**src/rtl/handshake_buffer_if.sv**
```systemverilog
// ============================================================================
// Module      : handshake_buffer_if
// Description : Bus bundle for handshake_buffer: stall/flush control, per-channel
//               response inputs and the captured finish/head/count/overflow outputs.
// Revision    : 1.0 - initial release
// ============================================================================
`default_nettype none

interface handshake_buffer_if #(
    parameter int NCH    = 2,
    parameter int DATA_W = 64,
    parameter int DEPTH  = 2,
    parameter int CNT_W  = $clog2(DEPTH + 1)
) ();
    logic                    handshake_stall;
    logic                    flush;
    logic [NCH-1:0]          req_mask;
    logic [NCH-1:0]          data_ok;
    logic [NCH*DATA_W-1:0]   read_data;
    logic [NCH-1:0]          finish;
    logic [NCH*DATA_W-1:0]   store_data;
    logic [NCH*CNT_W-1:0]    count;
    logic [NCH-1:0]          overflow;
    logic                    all_done;

    modport master (
        output handshake_stall, flush, req_mask, data_ok, read_data,
        input  finish, store_data, count, overflow, all_done
    );

    modport slave (
        input  handshake_stall, flush, req_mask, data_ok, read_data,
        output finish, store_data, count, overflow, all_done
    );
endinterface

`default_nettype wire

```
**src/rtl/handshake_buffer.sv**
```systemverilog
// ============================================================================
// Module      : handshake_buffer
// Description : Per-channel response FIFOs that hold bus data returned while the
//               pipeline is stalled; one entry per channel drains per unstalled cycle.
//               Define HSBUF_BYPASS_EN to expose a response on an empty channel in
//               the same cycle it arrives.
// Revision    : 1.0 - initial release
// ============================================================================
`default_nettype none

module handshake_buffer #(
    parameter int NCH    = 2,
    parameter int DATA_W = 64,
    parameter int DEPTH  = 2
) (
    input  wire logic           clk,
    input  wire logic           reset,
    handshake_buffer_if.slave   bus
);

    localparam int c_CNT_W = $clog2(DEPTH + 1);
    localparam int c_PTR_W = (DEPTH > 1) ? $clog2(DEPTH) : 1;

    // Explicit wrap so that non-power-of-two depths index correctly.
    function automatic logic [c_PTR_W-1:0] f_ptr_inc(input logic [c_PTR_W-1:0] p);
        return (p == c_PTR_W'(DEPTH - 1)) ? '0 : p + c_PTR_W'(1);
    endfunction

    logic [NCH-1:0]     w_finish;
    logic [NCH-1:0]     w_ovf;
    logic [DATA_W-1:0]  w_head [NCH];
    logic [c_CNT_W-1:0] w_cnt  [NCH];

    generate
        for (genvar g = 0; g < NCH; g++) begin : g_ch
            logic [DATA_W-1:0]  r_mem [DEPTH];
            logic [c_PTR_W-1:0] r_rd_ptr;
            logic [c_PTR_W-1:0] r_wr_ptr;
            logic [c_CNT_W-1:0] r_cnt;
            logic               r_ovf;
            logic               w_empty;
            logic               w_full;
            logic               w_push;
            logic               w_pop;
            logic               w_drop;
            logic               w_byp;
            logic [DATA_W-1:0]  w_wdata;

            assign w_wdata = bus.read_data[g*DATA_W +: DATA_W];
            assign w_empty = (r_cnt == '0);
            assign w_full  = (r_cnt == c_CNT_W'(DEPTH));
            // Stall selects capture vs. drain, so push and pop never coincide.
            assign w_push  = bus.handshake_stall & bus.data_ok[g] & ~w_full & ~bus.flush;
            assign w_drop  = bus.handshake_stall & bus.data_ok[g] &  w_full & ~bus.flush;
            assign w_pop   = ~bus.handshake_stall & ~w_empty & ~bus.flush;

`ifdef HSBUF_BYPASS_EN
            assign w_byp   = w_empty & bus.handshake_stall & bus.data_ok[g];
`else
            assign w_byp   = 1'b0;
`endif

            always_ff @(posedge clk) begin
                if (w_push) begin
                    r_mem[r_wr_ptr] <= w_wdata;
                end
            end

            always_ff @(posedge clk) begin
                if (reset) begin
                    r_rd_ptr <= '0;
                    r_wr_ptr <= '0;
                    r_cnt    <= '0;
                    r_ovf    <= 1'b0;
                end else if (bus.flush) begin
                    // Overflow is sticky across flush; only reset clears it.
                    r_rd_ptr <= '0;
                    r_wr_ptr <= '0;
                    r_cnt    <= '0;
                end else begin
                    if (w_push) begin
                        r_wr_ptr <= f_ptr_inc(r_wr_ptr);
                        r_cnt    <= r_cnt + c_CNT_W'(1);
                    end
                    if (w_pop) begin
                        r_rd_ptr <= f_ptr_inc(r_rd_ptr);
                        r_cnt    <= r_cnt - c_CNT_W'(1);
                    end
                    if (w_drop) begin
                        r_ovf    <= 1'b1;
                    end
                end
            end

            assign w_finish[g] = ~w_empty | w_byp;
            assign w_ovf[g]    = r_ovf;
            assign w_cnt[g]    = r_cnt;
            assign w_head[g]   = ~w_empty ? r_mem[r_rd_ptr] : (w_byp ? w_wdata : '0);
        end
    endgenerate

    always_comb begin
        bus.store_data = '0;
        bus.count      = '0;
        for (int i = 0; i < NCH; i++) begin
            bus.store_data[i*DATA_W +: DATA_W] = w_head[i];
            bus.count[i*c_CNT_W +: c_CNT_W]    = w_cnt[i];
        end
    end

    assign bus.finish   = w_finish;
    assign bus.overflow = w_ovf;
    assign bus.all_done = &(w_finish | ~bus.req_mask);

endmodule

`default_nettype wire

```
**src/flat_wrapper.sv**
```systemverilog
// flat-port wrapper written by rule: the top's interface ports become plain ports
module handshake_buffer_flat 
#(
    parameter int NCH    = 2,
    parameter int DATA_W = 64,
    parameter int DEPTH  = 2
)
  (clk, reset, bus_handshake_stall, bus_flush, bus_req_mask, bus_data_ok, bus_read_data, bus_finish, bus_store_data, bus_count, bus_overflow, bus_all_done);
  handshake_buffer_if #(.NCH(NCH), .DATA_W(DATA_W), .DEPTH(DEPTH)) bus_i ();
  input  wire logic clk;
  input  wire logic reset;
  input wire logic [$bits(bus_i.handshake_stall)-1:0] bus_handshake_stall;
  input wire logic [$bits(bus_i.flush)-1:0] bus_flush;
  input wire logic [$bits(bus_i.req_mask)-1:0] bus_req_mask;
  input wire logic [$bits(bus_i.data_ok)-1:0] bus_data_ok;
  input wire logic [$bits(bus_i.read_data)-1:0] bus_read_data;
  output wire logic [$bits(bus_i.finish)-1:0] bus_finish;
  output wire logic [$bits(bus_i.store_data)-1:0] bus_store_data;
  output wire logic [$bits(bus_i.count)-1:0] bus_count;
  output wire logic [$bits(bus_i.overflow)-1:0] bus_overflow;
  output wire logic [$bits(bus_i.all_done)-1:0] bus_all_done;
  assign bus_i.handshake_stall = bus_handshake_stall;
  assign bus_i.flush = bus_flush;
  assign bus_i.req_mask = bus_req_mask;
  assign bus_i.data_ok = bus_data_ok;
  assign bus_i.read_data = bus_read_data;
  assign bus_finish = bus_i.finish;
  assign bus_store_data = bus_i.store_data;
  assign bus_count = bus_i.count;
  assign bus_overflow = bus_i.overflow;
  assign bus_all_done = bus_i.all_done;
  handshake_buffer #(.NCH(NCH), .DATA_W(DATA_W), .DEPTH(DEPTH)) u_core (.clk(clk), .reset(reset), .bus(bus_i));
endmodule
```
**config.mk**
```make
export PLATFORM = sky130hd
export DESIGN_NAME = handshake_buffer_flat
export DESIGN_NICKNAME = d
export VERILOG_FILES = /design/src/rtl/handshake_buffer_if.sv /design/src/rtl/handshake_buffer.sv /design/src/flat_wrapper.sv
export SDC_FILE = /design/constraint.sdc
export NUM_CORES = 1
export LEC_CHECK = 0
export BUFFER_PORTS_ARGS = -buffer_cell sky130_fd_sc_hd__buf_2
export CORE_MARGIN = 3
export CORE_UTILIZATION = 47
export DETAILED_ROUTE_END_ITERATION = 12
export PLACE_DENSITY_LB_ADDON = 0.2
export SLEW_MARGIN = 20
export SYNTH_ARGS = -nofsm -noshare
export SYNTH_HDL_FRONTEND = slang
export SYNTH_SLANG_ARGS = --single-unit
```
**constraint.sdc**
```tcl
create_clock -name clk -period 6.4 [get_ports clk]
set_input_delay 1.28 -clock clk [delete_from_list [all_inputs] [get_ports clk]]
set_output_delay 1.28 -clock clk [all_outputs]
set_load 0.01 [all_outputs]
```
==> flow_summary.toml, run 1 <==
[run_status]
status = "complete, no violations"

[setup_path]
arrival_ns = 2.34
r2r-start = "u_core.g_ch[0].r_cnt[0]$_SDFFE_PP0P_"
r2r_slack_ns = 3.85
cp-start-kind = "register"
path_cells = "nor2_4 > buf_4 > nor2_1 > buf_2"
cp-end-kind = "primary output"
critPathKind = "register to primary output"
rr_endpoint = "u_core.g_ch[0].r_mem[0][45]$_DFFE_PP_"
crit_slowest_cell = "nor2_4"
slowest_delay_ns = 0.56
startpoint = "u_core.g_ch[1].r_cnt[0]$_SDFFE_PP0P_"
reg2reg_depth = 4
worstPathMaxFanout = 41
worst_ep_required_time_ns = 5.12
crit_path_end = "bus_store_data[78]"

[global_route]
grt_use_total_pct = 16.5
grt_antenna_before_repair = 3
grt_max_degree = 66
grt_first_pass_wirelength_um = 31200
grt_pass1_vias = 5802
gr-total-overflow = 0

[yosys]
synth-seq-area-share_pct = 77.6
avgSynthCellArea_um2 = 16.8
ys_ff_latch = 268
synthArstFlopShare_pct = 0
synth.largest_area_cell = "edfxtp_1"
syn-num-nets = 744
synth.top_cells.by_area = "edfxtp_1 (75%), mux2i_1 (13%), nor2_1 (4.8%)"
syn_area_um2 = 10200
yosys_warnings = 0
synth.distinct_cells = 30
synth_edf_count = 256
synth_top_area_share_pct = 75.3
postSynthCellCount = 608
dominantRegCellSynth = "edfxtp_1"

[power_and_ir_drop]
power_mw = 3.49
power.density_nw_per_um2 = 276
vdd_ir_drop_max_uv = 200
leakagePower_nw = 4.69

[drt]
drt_wl_total_um = 20300
drt-vias-per-instance = 4.97
drt-pass1-iter-count = 4
drc = 0
route.vias.total = 5872
drt_iter0_markers = 405
wl_per_cell_um = 17.2
drtAntennaViolNets = 0

[place]
routabilityCongestion = 0.722
place_hpwl_um = 12900
numPortBuffers = 272
place_area_um2 = 11800
dp.cells = 1130
dp_slack_ns = 2.83

[sta]
relSlewSlack_pct = 41.6
setup_slack_ns = 2.78
fmax_mhz = 276
grt_setup_unrepaired = "false"
tightest_slew_ns = 0.876
min_period_ns = 3.62
holdWs_ns = 0.476
clock_skew_ns = 0.00765
setup_viol = 0
slew_viol_final = 0
min_period_over_period_pct = 56.5
setup_tns_ns = 0
hold_viol_final = 0

[cells_and_area]
final_cell_count_no_fill = 1182
final_common_cell = "buf_2"
drive_gt1_share_pct = 35.9
layout.nets = 1022
diodes = 0
fin_util_pct = 59.7
finalInstanceArea_um2 = 12600
fillers = 1690
final_cell_mix = "buf_2 (272), edfxtp_1 (256), nor2_1 (130)"
syn2layout_area_growth_pct = 23.7

[die]
die_y_um = 153
fp.coreArea_um2 = 21200
ios = 273
start_util_pct = 48.3
dieArea_um2 = 23500
rows = 53
die_w_um = 153

[clock_network]
cts_max_level = 1
clockBufferDepth = 3
ctsResizeCount = 0
insertion_delay_ns = 0.52
root_buffer = "clkbuf_16"
cts_buffers = 27
clk_pin_slew_ns = 0.06
cts_tree = "yes"
post_cts.repair.setup_buffers = 0
ctsHoldBuffers = 0
cts.sinks = 268

[flow_run]
drv_cap = 0

[hold_path]
hold_class = "register to register"
## layout make-up
class / count / area, um2 / share of cell area, %
flip-flops and latches: 268 / 7940 / 62.8
multi-input cells: 303 / 2090 / 16.6
repair buffers: 281 / 1470 / 11.6
clock buffers: 34 / 702 / 5.55
well taps: 275 / 344 / 2.72
clock inverters: 16 / 72.6 / 0.574
inverters: 5 / 18.8 / 0.149
## worst min path at each step
stage | endpoint | cells past startpoint | start | slack [ns]
detailed placement | u_core.g_ch[0].r_ovf$_SDFFE_PP0P_ | 2 | u_core.g_ch[0].r_ovf$_SDFFE_PP0P_ | 0.47
global route | u_core.g_ch[1].r_ovf$_SDFFE_PP0P_ | 2 | u_core.g_ch[1].r_ovf$_SDFFE_PP0P_ | 0.54
floorplan | u_core.g_ch[0].r_ovf$_SDFFE_PP0P_ | 2 | u_core.g_ch[0].r_ovf$_SDFFE_PP0P_ | 0.44
CTS | u_core.g_ch[0].r_ovf$_SDFFE_PP0P_ | 2 | u_core.g_ch[0].r_ovf$_SDFFE_PP0P_ | 0.49
finish | u_core.g_ch[1].r_ovf$_SDFFE_PP0P_ | 2 | u_core.g_ch[1].r_ovf$_SDFFE_PP0P_ | 0.48
global placement | u_core.g_ch[1].r_ovf$_SDFFE_PP0P_ | 2 | u_core.g_ch[1].r_ovf$_SDFFE_PP0P_ | 0.46
## registers in the layout, indices dropped and copies added (netlist names), named ones only
register	cells
u_core.g_ch.r_rd_ptr	2
u_core.g_ch.r_cnt	4
u_core.g_ch.r_wr_ptr	2
u_core.g_ch.r_ovf	2
u_core.g_ch.r_mem	256
## per-layer routing
layer  share of wire, %  track usage, %  vias to the layer above
met4                1.5            3.66                        6
li1                   -               -                     2808
met2                 46            26.2                      220
met1                 43            22.4                     2803
met3                9.7            5.75                       35
met5               0.19               0                        -
## worst max-delay path: cells and delay by family (launching register included)
kind	cells	cell delay, ns
simple gates	2	0.70
buf+inv	2	0.69
flops	1	0.39
## cell usage after synthesis (2+ instances only)
| cell | instances |
|---|---|
| nor3b_1 | 2 |
| and3b_1 | 2 |
| or2_0 | 2 |
| or3_1 | 3 |
| a31oi_1 | 2 |
| dfxtp_1 | 12 |
| edfxtp_1 | 256 |
| inv_1 | 5 |
| buf_2 | 9 |
| nand3b_1 | 2 |
| a21oi_1 | 9 |
| nor2b_1 | 2 |
| nor2_1 | 131 |
| o21ai_0 | 6 |
| nand3_1 | 2 |
| buf_4 | 18 |
| mux2i_1 | 128 |
| or2b_1 | 2 |
| clkbuf_1 | 4 |
## logic make-up (layout without fill, tap and decap cells)
| group | after synthesis | count (layout) | share of synthesized area (%) |
|---|---|---|---|
| compound gates | 21 | 21 | 1.25 |
| flops | 268 | 268 | 77.6 |
| mux | 128 | 128 | 12.5 |
| simple gates | 154 | 154 | 6.37 |
| buf+inv | 37 | 336 | 2.21 |
## power by group
part	switching, mW	internal [mW]	leakage (nW)
clock network	0.605	0.772	0.377
registers	0.00786	1.95	2.42
logic	0.0886	0.0638	1.89
total	0.701	2.79	4.69
Power figures use the tool's default switching activity.
==> run 2: changes to the inputs <==
--- a/config.mk
+++ b/config.mk
@@ -5,9 +5,10 @@
 export SDC_FILE = /design/constraint.sdc
 export NUM_CORES = 1
 export LEC_CHECK = 0
+export ABC_AREA = 1
 export BUFFER_PORTS_ARGS = -buffer_cell sky130_fd_sc_hd__buf_2
 export CORE_MARGIN = 3
-export CORE_UTILIZATION = 47
+export CORE_UTILIZATION = 52
 export DETAILED_ROUTE_END_ITERATION = 12
 export PLACE_DENSITY_LB_ADDON = 0.2
 export SLEW_MARGIN = 20
==> constraint.sdc (replaced) <==
create_clock -name clk -period 3.65 [get_ports clk]
set_input_delay 0.73 -clock clk [delete_from_list [all_inputs] [get_ports clk]]
set_output_delay 0.73 -clock clk [all_outputs]
set_load 0.01 [all_outputs]
==> run 2 against run 1 <==
  * Global-route usage rose by 3.5 points
  * Clock skew barely moved
  * Via count increased by 13%
  * Sequential power grew 75%
  * Core utilization up 7.1 points
  * Wire length rose by 7.3%
  * Combinational power rose by 41%
  * Non-clock buffer count is 5 higher
  * First-iteration DRC count is 16% lower
  * Final area about the same
  * Critical path type unchanged
  * Largest cell class unchanged
  * Largest power group unchanged
==> flow_summary.toml, run 2 <==
[run_status]
status = "complete, no violations"

[global_route]
gr-total-overflow = 0
grt_antenna_before_repair = 8
grt_max_degree = 66
grt_pass1_vias = 6652
grt_first_pass_wirelength_um = 34400
grt_use_total_pct = 20.0

[yosys]
syn-num-nets = 908
synth-xor-area-share_pct = 0
synth.distinct_cells = 16
synthSimpleGateAreaFrac_pct = 11.6
synth_compound_area_share_pct = 6.93
ys_ff_latch = 268
syn_area_um2 = 10100
synthMuxAreaShare_pct = 0
synth_edf_count = 256
avgSynthCellArea_um2 = 13.1
dominantRegCellSynth = "edfxtp_1"
synthArstFlopShare_pct = 0
yosys-top-cells-count = "nand2_1 (270), edfxtp_1 (256), a21oi_1 (134), buf_2 (23)"
synthAdderAreaFrac_pct = 0
synth_most_common_cell = "nand2_1"
synth.top_cells.by_area = "edfxtp_1 (76%), nand2_1 (10%), a21oi_1 (6.6%)"
synth-seq-area-share_pct = 78.6
synth_top_family_by_area = "simple AND/OR/NAND/NOR gates"
yosys_warnings = 0
synth_top_area_share_pct = 76.2
synth.largest_area_cell = "edfxtp_1"
postSynthCellCount = 772

[die]
die_y_um = 145
rows = 50
dieArea_um2 = 21100
fp.coreArea_um2 = 18900
start_util_pct = 53.4
die_w_um = 145
ios = 273

[flow_run]
drv_cap = 0

[sta]
grt_setup_unrepaired = "false"
min_period_over_period_pct = 75.0
min_period_ns = 2.74
hold_viol_final = 0
setup_viol = 0
clock_skew_ns = 0.00725
slew_viol_final = 0
setup_slack_ns = 0.914
relSlewSlack_pct = 52.2
fmax_mhz = 366
tightest_slew_ns = 0.716
setup_tns_ns = 0
holdWs_ns = 0.398

[power_and_ir_drop]
power_mw = 6.29
vdd_ir_drop_max_uv = 319
power.density_nw_per_um2 = 498
leakagePower_nw = 5.13

[place]
dp_slack_ns = 1.10
numPortBuffers = 272
place_hpwl_um = 14000
dp.cells = 1276
place_area_um2 = 11800
routabilityCongestion = 0.795

[cells_and_area]
final_cell_mix = "buf_2 (272), nand2_1 (270), edfxtp_1 (256)"
final_cell_count_no_fill = 1329
top_regs = "u_core.g_ch.r_mem x256, u_core.g_ch.r_cnt x4"
layout.nets = 1181
syn2layout_area_growth_pct = 25.1
top_register = "u_core.g_ch.r_mem"
drive_gt1_share_pct = 31.9
largest_reg_flops = 256
final_common_cell = "buf_2"
finalInstanceArea_um2 = 12600
fin_util_pct = 66.8

[clock_network]
clk_pin_slew_ns = 0.06
ctsResizeCount = 0
clockBufferDepth = 3
cts_tree = "yes"
ctsHoldBuffers = 0
cts.sinks = 268
insertion_delay_ns = 0.52
cts_max_level = 1
cts_buffers = 27
root_buffer = "clkbuf_16"
post_cts.repair.setup_buffers = 0

[drt]
drc = 0
wl_per_cell_um = 16.4
drt_wl_total_um = 21800
drtAntennaViolNets = 0
route.vias.total = 6653
drt_iter0_markers = 339
drt-pass1-iter-count = 5
drt-vias-per-instance = 5.01

[hold_path]
min_from = "bus_read_data[95]"
whs_path_depth = 1
whs_endpoint = "u_core.g_ch[1].r_mem[1][31]$_DFFE_PP_"
hold_class = "input port to register"

[setup_path]
cp-end-kind = "primary output"
reg2reg_depth = 5
r2r_slack_ns = 1.72
rr_endpoint = "u_core.g_ch[0].r_mem[1][4]$_DFFE_PP_"
arrival_ns = 2.01
worstPathMaxFanout = 30
critPathKind = "register to primary output"
cp-start-kind = "register"
worst_ep_required_time_ns = 2.92
crit_slowest_cell = "inv_2"
path_cells = "inv_2 > buf_4 > nand2_1 > a21oi_1 > buf_2"
r2r-start = "u_core.g_ch[0].r_cnt[0]$_SDFFE_PP0P_"
slowest_delay_ns = 0.40
-- run 2: cell types whose count changed after synthesis, sizes merged, moves of 4 or more --
cell / previous run / this run
nor2: 132 / 21
a21oi: 10 / 134
nor3: 0 / 4
inv: 5 / 20
or3: 4 / 0
nand3: 2 / 8
nand2: 2 / 270
clkbuf: 4 / 11
mux2i: 128 / 0
-- run 2: worst max-delay path, delay by kind of cell, from the launching register on --
family	cells	cell delay, ns
buf+inv	3	0.91
flops	1	0.32
compound gates	1	0.19
simple gates	1	0.07
-- run 2: cell families (layout without fill, tap and decap cells) --
logic type | Yosys count | after routing
buffers and inverters | 62 | 355
other | 0 | 4
DFF | 268 | 268
AOI/OAI and AO/OA | 139 | 139
and+or+nand+nor | 303 | 303
-- run 2: how the worst max path moves through the flow --
stage / startpoint / endpoint / slack [ns] / cells past startpoint
2_1_floorplan: bus_flush / u_core.g_ch[0].r_mem[0][0]$_DFFE_PP_ / 0.72 / 3
3_3_place_gp: bus_flush / u_core.g_ch[0].r_mem[1][17]$_DFFE_PP_ / 1.11 / 7
3_5_place_dp: bus_flush / u_core.g_ch[0].r_mem[1][17]$_DFFE_PP_ / 1.10 / 7
4_1_cts: register / bus_store_data[7] / 0.84 / 5
5_1_grt: register / bus_store_data[18] / 0.74 / 5
6_report: register / bus_store_data[9] / 0.91 / 5
-- run 2: power by group --
part	switching, mW	internal [mW]
Combinational	0.127	0.0884
Sequential	0.0116	3.42
Clock	1.07	1.57
-- run 2: layout make-up --
class	count	area [um2]
Multi-Input combinational cell	442	1910
Antenna cell	4	10.0
Tap cell	260	325
Clock inverter	17	163
Inverter	20	75.1
Clock buffer	32	694
Fill cell	1388	6270
Sequential cell	268	7930
Timing Repair Buffer	286	1520
-- run 2: layer usage --
metal  track usage (%)  vias up  share of wire (%)
li1                  -     3249                  -
met5                 0        -               0.26
met3              6.09       44                 10
met4              5.41       10                2.1
met1              26.2     3074                 39
met2              33.0      276                 48
==> run 3: changes to the inputs <==
--- a/config.mk
+++ b/config.mk
@@ -5,7 +5,7 @@
 export SDC_FILE = /design/constraint.sdc
 export NUM_CORES = 1
 export LEC_CHECK = 0
-export ABC_AREA = 1
+export ABC_AREA = 0
 export BUFFER_PORTS_ARGS = -buffer_cell sky130_fd_sc_hd__buf_2
 export CORE_MARGIN = 3
 export CORE_UTILIZATION = 52
==> constraint.sdc (replaced) <==
create_clock -name clk -period 2.65 [get_ports clk]
set_input_delay 0.53 -clock clk [delete_from_list [all_inputs] [get_ports clk]]
set_output_delay 0.53 -clock clk [all_outputs]
set_load 0.01 [all_outputs]
==> run 3 against run 2 <==
  * Register-to-register slack lost 1.0 ns
  * Clock-buffer cell count shrank 2
  * Final cell count shrank 12%
  * Global-route usage shrank 1.8 points
  * Clock skew is essentially flat
  * Sequential share of layout area shrank 0.51 points
  * Sequential power grew 38%
==> flow_summary.toml, run 3 (synthesized netlist as in run 1, its figures left out) <==
[run_status]
status = "complete, no violations"

[clock_network]
insertion_delay_ns = 0.51
cts_tree = "yes"
ctsResizeCount = 0
cts.sinks = 268
cts_buffers = 27
clk_pin_slew_ns = 0.06
clockBufferDepth = 3
root_buffer = "clkbuf_16"
post_cts.repair.setup_buffers = 0
cts_max_level = 1
ctsHoldBuffers = 0

[global_route]
grt_antenna_before_repair = 4
grt_first_pass_wirelength_um = 31500
grt_max_degree = 66
grt_pass1_vias = 6166
grt_use_total_pct = 18.2
gr-total-overflow = 0

[drt]
met1_length_um = 8050
dr_wl_met2_um = 9760
drt-pass1-iter-count = 5
drtAntennaViolNets = 0
wl_per_cell_um = 17.3
route.vias.total = 5910
drc = 0
drt_iter0_markers = 303
drt_wl_total_um = 20300
top_layer = "met5"
route.met3.wl_um = 1930
drt-vias-per-instance = 5.04

[sta]
tightest_slew_ns = 0.482
relSlewSlack_pct = 67.9
min_period_over_period_pct = 93.5
slew_viol_final = 0
grt_setup_unrepaired = "false"
setup_slack_ns = 0.172
setup_tns_ns = 0
setup_viol = 0
hold_viol_final = 0
clock_skew_ns = 0.00694
holdWs_ns = 0.195
min_period_ns = 2.48
fmax_mhz = 404

[setup_path]
critPathKind = "register to primary output"
worst_ep_required_time_ns = 2.12
r2r-start = "u_core.g_ch[1].r_cnt[0]$_SDFFE_PP0P_"
arrival_ns = 1.95
cp-end-kind = "primary output"
worstPathMaxFanout = 27
cp-start-kind = "register"

[place]
dp.cells = 1123
numPortBuffers = 272
place_hpwl_um = 13700
place_area_um2 = 12000
routabilityCongestion = 0.771
dp_slack_ns = 0.385

[hold_path]
hold_class = "input port to register"
min_from = "reset"

[power_and_ir_drop]
power.density_nw_per_um2 = 661
vdd_ir_drop_max_uv = 608
leakagePower_nw = 4.73
power_mw = 8.42

[cells_and_area]
fin_util_pct = 67.0
fillers = 1366
final_cell_count_no_fill = 1173
top_register = "u_core.g_ch.r_mem"
drive_gt1_share_pct = 37.1
finalInstanceArea_um2 = 12700
final_cell_mix = "buf_2 (272), edfxtp_1 (256), nor2_1 (130)"
layout.nets = 1028
largest_reg_flops = 256
final_common_cell = "buf_2"
top_regs = "u_core.g_ch.r_mem x256, u_core.g_ch.r_cnt x4"
syn2layout_area_growth_pct = 24.7

[flow_run]
drv_cap = 0

[die]
die_y_um = 146
dieArea_um2 = 21400
ios = 273
die_w_um = 146
start_util_pct = 53.7
rows = 50
fp.coreArea_um2 = 19000
[run 3: report_power, final]
part | internal [mW] | leakage [nW] | total [mW] | switching (mW)
clock | 1.85 | 0.379 | 3.31 | 1.45
sequential | 4.71 | 2.42 | 4.74 | 0.0223
combinational | 0.162 | 1.92 | 0.373 | 0.211
[run 3: worst paths after layout]
check / end / slack, ns / cells past startpoint
worst max-delay path: bus_store_data[101] / 0.17 / 4
worst min-delay path: u_core.g_ch[0].r_ovf$_SDFFE_PP0P_ / 0.20 / 2
worst max register to register: u_core.g_ch[1].r_mem[0][22]$_DFFE_PP_ / 0.68 / 4
worst min register to register: u_core.g_ch[0].r_ovf$_SDFFE_PP0P_ / 0.48 / 2
[run 3: metal layers]
metal / up-vias / global-route usage (%)
met1: 2815 / 22.3
li1: 2821 / -
met2: 230 / 31.0
met4: 4 / 4.94
met5: - / 0
met3: 40 / 6.46
[run 3: final cells by class]
type	count	area (um2)	area share [%]
clock buffers	30	687	5.39
multi-input cells	303	2090	16.4
flip-flops and latches	268	7940	62.3
clock inverters	17	85.1	0.668
well taps	260	325	2.55
diodes	3	7.51	0.0590
inverters	5	26.3	0.206
repair buffers	287	1570	12.4
[run 3: critical path: stages (launching register included)]
cell and delay, ns:
dfxtp_4 0.65, buf_4 0.31, mux2i_1 0.24, nor2_1 0.07, buf_2 0.15
